## src/rtl/stall_req_pkg.sv

```systemverilog
// Shared types, widths and the stall-length calculation for stall-interface initiators.
package stall_req_pkg;

   localparam int unsigned STALL_CNT_W     = 13;
   localparam int unsigned WD_W            = 15;
   localparam int unsigned STALL_OVH_SHORT = 4;
   localparam int unsigned STALL_OVH_LONG  = 16;

   localparam logic [STALL_CNT_W-1:0] STALL_CNT_MAX = '1;

   typedef enum logic [2:0] {
      StIdle,
      StIssue,
      StWait,
      StStatus,
      StResp
   } state_e;

   // Short ops cost len + ovh_short; long ops cost 2*len + ovh_long; clamped to 13 bits.
   function automatic logic [STALL_CNT_W-1:0] calc_stall_count(
      input logic                   long_op,
      input logic [STALL_CNT_W-2:0] len,
      input logic [STALL_CNT_W:0]   ovh_short,
      input logic [STALL_CNT_W:0]   ovh_long
   );
      logic [STALL_CNT_W:0] sum;
      if (long_op) begin
         sum = {1'b0, len, 1'b0} + ovh_long;
      end else begin
         sum = {2'b00, len} + ovh_short;
      end
      if (sum > {1'b0, STALL_CNT_MAX}) begin
         return STALL_CNT_MAX;
      end
      return sum[STALL_CNT_W-1:0];
   endfunction

endpackage

```

## src/rtl/stall_watchdog.sv

```systemverilog
// Loadable down-counter that stops at zero and flags when it gets there.
module stall_watchdog
   import stall_req_pkg::*;
(
   input  logic            clk,
   input  logic            rst_n,
   input  logic            load,
   input  logic [WD_W-1:0] load_val,
   input  logic            dec,
   output logic            zero
);

   logic [WD_W-1:0] cnt_q;

   always_ff @(posedge clk) begin
      if (!rst_n) begin
         cnt_q <= '0;
      end else if (load) begin
         cnt_q <= load_val;
      end else if (dec && !zero) begin
         cnt_q <= cnt_q - WD_W'(1);
      end
   end

   assign zero = (cnt_q == '0);

endmodule

```

## src/rtl/stall_request_issuer.sv

```systemverilog
// Issues a stall request for one accelerator command, waits for completion under a
// watchdog, reads status once and hands a response back to the core.
module stall_request_issuer
   import stall_req_pkg::*;
#(
   parameter int unsigned DATA_W    = 32,
   parameter int unsigned LEN_W     = 12,
   parameter int unsigned OVH_SHORT = STALL_OVH_SHORT,
   parameter int unsigned OVH_LONG  = STALL_OVH_LONG,
   parameter int unsigned WD_EXTRA  = 8
) (
   input  logic                   i_clk,
   input  logic                   i_rst_n,
   input  logic                   i_cmd_valid,
   output logic                   o_cmd_ready,
   input  logic [3:0]             i_cmd_op,
   input  logic [LEN_W-1:0]       i_cmd_len,
   output logic                   o_stall_gen,
   output logic [STALL_CNT_W-1:0] o_stall_count,
   output logic                   o_acc_start,
   output logic [3:0]             o_acc_op,
   output logic [LEN_W-1:0]       o_acc_len,
   input  logic                   i_acc_done,
   output logic                   o_status_rd,
   input  logic [DATA_W-1:0]      i_status_data,
   output logic                   o_rsp_valid,
   input  logic                   i_rsp_ready,
   output logic [DATA_W-1:0]      o_rsp_status,
   output logic                   o_rsp_timeout
);

   state_e                 state_q, state_d;
   logic [3:0]             op_q;
   logic [LEN_W-1:0]       len_q;
   logic [STALL_CNT_W-1:0] count_q;
   logic [DATA_W-1:0]      status_q;
   logic                   timeout_q;
   logic                   accept;
   logic                   wd_zero;
   logic [WD_W-1:0]        wd_load_val;

   assign accept      = (state_q == StIdle) && i_cmd_valid;
   // 2*(count+1) + slack, i.e. twice the nominal stall window plus margin
   assign wd_load_val = WD_W'({count_q, 1'b0}) + WD_W'(2 + WD_EXTRA);

   stall_watchdog u_watchdog (
      .clk      (i_clk),
      .rst_n    (i_rst_n),
      .load     (state_q == StIssue),
      .load_val (wd_load_val),
      .dec      (state_q == StWait),
      .zero     (wd_zero)
   );

   always_comb begin
      state_d = state_q;
      unique case (state_q)
         StIdle:   if (i_cmd_valid) state_d = StIssue;
         StIssue:  state_d = StWait;
         StWait: begin
            // completion takes priority over a simultaneous expiry
            if (i_acc_done) begin
               state_d = StStatus;
            end else if (wd_zero) begin
               state_d = StResp;
            end
         end
         StStatus: state_d = StResp;
         StResp:   if (i_rsp_ready) state_d = StIdle;
         default:  state_d = StIdle;
      endcase
   end

   always_ff @(posedge i_clk) begin
      if (!i_rst_n) begin
         state_q   <= StIdle;
         op_q      <= '0;
         len_q     <= '0;
         count_q   <= '0;
         status_q  <= '0;
         timeout_q <= 1'b0;
      end else begin
         state_q <= state_d;
         if (accept) begin
            op_q    <= i_cmd_op;
            len_q   <= i_cmd_len;
            count_q <= calc_stall_count(i_cmd_op[3], (STALL_CNT_W-1)'(i_cmd_len),
                                        (STALL_CNT_W+1)'(OVH_SHORT),
                                        (STALL_CNT_W+1)'(OVH_LONG));
         end
         if (state_q == StWait && !i_acc_done && wd_zero) begin
            status_q  <= '0;
            timeout_q <= 1'b1;
         end
         if (state_q == StStatus) begin
            status_q  <= i_status_data;
            timeout_q <= 1'b0;
         end
      end
   end

   assign o_cmd_ready   = (state_q == StIdle);
   assign o_stall_gen   = (state_q == StIssue);
   assign o_stall_count = o_stall_gen ? count_q : '0;
   assign o_acc_start   = (state_q == StIssue);
   assign o_acc_op      = op_q;
   assign o_acc_len     = len_q;
   assign o_status_rd   = (state_q == StStatus);
   assign o_rsp_valid   = (state_q == StResp);
   assign o_rsp_status  = o_rsp_valid ? status_q : '0;
   assign o_rsp_timeout = o_rsp_valid && timeout_q;

endmodule
```

## config.mk

```make
export PLATFORM = sky130hd
export DESIGN_NAME = stall_request_issuer
export DESIGN_NICKNAME = d
export VERILOG_FILES = /design/src/rtl/stall_req_pkg.sv /design/src/rtl/stall_watchdog.sv /design/src/rtl/stall_request_issuer.sv
export SDC_FILE = /design/constraint.sdc
export NUM_CORES = 1
export LEC_CHECK = 0
export ABC_AREA = 0
export CAP_MARGIN = 20
export CORE_ASPECT_RATIO = 0.5
export CORE_UTILIZATION = 40
export DETAILED_ROUTE_END_ITERATION = 8
export PLACE_DENSITY = 0.69
export SLEW_MARGIN = 20
export SYNTH_ARGS = -nofsm -noshare
export SYNTH_HDL_FRONTEND = slang
export SYNTH_SLANG_ARGS = --single-unit
```

## constraint.sdc

```tcl
create_clock -name i_clk -period 4.07 [get_ports i_clk]
set_clock_uncertainty 0.05 [all_clocks]
set_input_delay 1.0175 -clock i_clk [delete_from_list [all_inputs] [get_ports i_clk]]
set_output_delay 1.0175 -clock i_clk [all_outputs]
set_load 0.03 [all_outputs]
```

==> impl_metrics.json, run 1 <==
{
  "outcome": "finished, final reports clean",
  "cts_buffers": 9,
  "grt_use_total_pct": 19.83,
  "antenna_found_initial": 0,
  "internal-power_mw": 1.615,
  "start_util_pct": 42.37,
  "cts-htree-levels": 3,
  "power_frac_seq_pct": 39.6,
  "worst_slew_pin_slew_ns": 0.9201,
  "io_buffers": 119,
  "slowest_delay_ns": 0.66,
  "r2r_setup_slack_ns": 1.82,
  "syn2layout_area_growth_pct": 38.67,
  "yosys_most_used_dff": "dfxtp_1",
  "path_max_fanout": 28,
  "dr_total_vias": 3757,
  "crit_slowest_cell": "clkdlybuf4s50_1",
  "die_x_um": 145.3,
  "placement_rows": 25,
  "finalSetupTns_ns": 0,
  "worst-endpoint-required_ns": 3.00,
  "grt_pass1_vias": 3397,
  "fin_crit_sh_pct": 85.39,
  "gp_congestion": 0.8643,
  "multi_input_area_mm2": 0.002317,
  "cp.buffers_inverters": 2,
  "synth.largest_area_cell": "dfxtp_1",
  "power.share.clock_pct": 38.0,
  "layout_min_cycle_time_ns": 3.475,
  "critPathTopFamily": "buffers and inverters",
  "synth_fp_nets": 534,
  "synth_cells": 477,
  "worst_setup_path_start_kind": "flop",
  "setup_viol_count_final": 0,
  "ctsResizeCount": 0,
  "die_h_um": 73.67,
  "rsz0062_at_grt": "false",
  "io_pins": 120,
  "fin_nets": 639,
  "routed_wl_um": 10220,
  "grt_max_degree": 51,
  "cts_buffer_depth": 2,
  "core_mm2": 0.009697,
  "yosys.area.top_type_share_pct": 38.98,
  "peakVddDrop_uv": 234.8,
  "drt_pass1_iterations": 5,
  "die_area_mm2": 0.01071,
  "yosysWarnings": 0,
  "register_area_mm2": 0.001602,
  "cp.depth": 5,
  "clk_pin_slew_worst_paths_ns": 0.06,
  "slew_viol_final": 0,
  "insertion_delay_ns": 0.34,
  "end_kind": "primary output",
  "cp_cell_sequence": "nand2b_1, or2_1, inv_2, and2_1, clkdlybuf4s50_1",
  "postRouteAntennaNets": 0,
  "synthArstFlopShare_pct": 0,
  "synth_area_leaders": "dfxtp_1 39%, and2_1 7.5%, a22o_1 6.8%, nand2_1 5.6%, o21ai_0 3.7%",
  "crit_type": "reg -> out",
  "n_antenna_cell": 0,
  "drive_above_1_share_pct": 6.985,
  "worstRegToRegCells": 4,
  "grt_pass1_wl_um": 16780,
  "place_hpwl_um": 7168,
  "power.share.switching_pct": 29.51,
  "combPwrFrac_pct": 22.5,
  "leakage_nw": 2.167,
  "wire_per_inst_um": 14.15,
  "hold_depth": 2,
  "cts_setup_buffers": 0,
  "clock-sinks": 80,
  "fill_cells": 912,
  "arrival_ns": 2.41,
  "hold_slack_ns": 0.4006,
  "power_per_cell_area_mw_per_mm2": 402.0,
  "syn_avg_cell_area_um2": 8.614,
  "drv_cap": 0,
  "slew_headroom_pct": 38.66,
  "drt-initial-drc-count": 128,
  "fmax_mhz": 287.7,
  "syn_area_mm2": 0.004109,
  "p_switching_mw": 0.6759,
  "cts_hold_buf": 0,
  "ys_seq_elements": 80,
  "synthDistinctLibCells": 68,
  "synth_edf_count": 0,
  "hold_violations": 0,
  "post-route-drc-count": 0,
  "cts_tree": "done",
  "vias_per_cell": 5.204,
  "hold_path_class": "reg -> reg",
  "grt-ovfl-total": 0,
  "cts.root.buffer_cell": "clkbuf_16",
  "ys_seq_area_share_pct": 38.98
}
power by group through the flow:
stage          Sequential, mW  Clock, mW  Combinational [mW]
5_1_grt                 0.917      0.925               0.566
4_1_cts                 0.906      0.894               0.517
6_report                0.906      0.870               0.515
3_5_place_dp            0.923          0               0.514
3_3_place_gp            0.923          0               0.510
2_1_floorplan           0.929          0               0.340
flip-flops by register name, indices dropped and copies added, names as in the netlist:
name              flops
status_q             32
timeout_q             1
o_acc_op              4
o_acc_len            12
state_q               3
u_watchdog.cnt_q     15
count_q              13
tightest hold or removal path, stage by stage (launching register included):
cell and delay, ns:
dfxtp_1 0.31, nand2_1 0.05, a21boi_1 0.05
stage by stage:
stage               cells  utilization [%]  area (µm²)  power (mW)  worst slack [ns]
CTS                   722            58.76        5698       2.317            0.5719
floorplan             477                -        4109       1.269             1.096
global placement      706            55.45        5376       1.433            0.9843
finish                722            58.76        5698       2.291            0.5946
global route          722            58.76        5698       2.408            0.4606
detailed placement    706            55.45        5376       1.437            0.9454
cell usage after synthesis, drive strengths merged, types with 2 or more instances:
master and number:
buf 10, nor3 12, or4 2, and4 2, nand4 7, a22o 32
xnor2 12, nand2b 4, dfxtp 80, nor3b 2, ha 4, a211oi 2
a31oi 6, mux2i 7, xor2 9, or2 3, clkbuf 24, and3 8
inv 7, o21ai 31, or3 2, o22ai 2, nand3 13, nand2 61
nand3b 2, a311oi 2, and2 49, nor4b 3, a21boi 17, nor4 3
a21oi 21, o211ai 3, nor2 13, or4b 2
cell usage in the layout (no fill, tap or decap), types with 8 or more instances in the layout:
cell,count
xnor2_1,12
nor3_1,9
and2_1,49
dfxtp_1,80
a21oi_1,21
a22o_1,32
and3_1,8
nand2_1,61
nor2_1,12
nand3_1,13
a21boi_1,9
buf_4,9
clkbuf_16,9
xor2_1,9
o21ai_0,30
a21boi_0,8
clkdlybuf4s50_1,119
metal layers:
metal  share of wire, %  vias to the layer above  global-route usage [%]
li1                   -                     1919                       -
met1                 49                     1728                   25.32
met2                 45                       97                   33.12
met3                4.5                       13                   5.217
met4                1.5                        0                   6.433
met5                  0                        -                       0
path summary, 6_finish.rpt:
kind | from | endpoint
worst max-delay path | state_q[0] | o_stall_count[12]
worst min-delay path | o_acc_len[0] | o_acc_len[0]
worst max register to register | u_watchdog.cnt_q[5] | status_q[26]
worst min register to register | o_acc_len[0] | o_acc_len[0]
area by class of cell:
cell class              count  area share (%)
flip-flops and latches     80           28.11
multi-input cells         355           40.67
repair buffers            128           22.09
inverters                   8          0.5270
clock buffers              10           4.018
clock inverters             6           1.625
well taps                 135           2.964
cell families (layout without fill, tap and decap cells):
logic type      after synthesis  after routing  share of synthesized area [%]
simple gates                191            191                          26.00
compound gates              132            132                          22.87
flops                        80             80                          38.98
buf+inv                      42            152                          4.750
xor+xnor                     21             21                          4.476
mux                           7              7                          1.705
fa+ha+maj                     4              4                          1.218
No activity file was read; power rests on OpenSTA's default activity.
==> inputs of run 2 (changes only) <==
Settings changed: TNS_END_PERCENT set to 20.
==> results of run 2 <==
Final layout, timing and power as in run 1 (identical DEF).
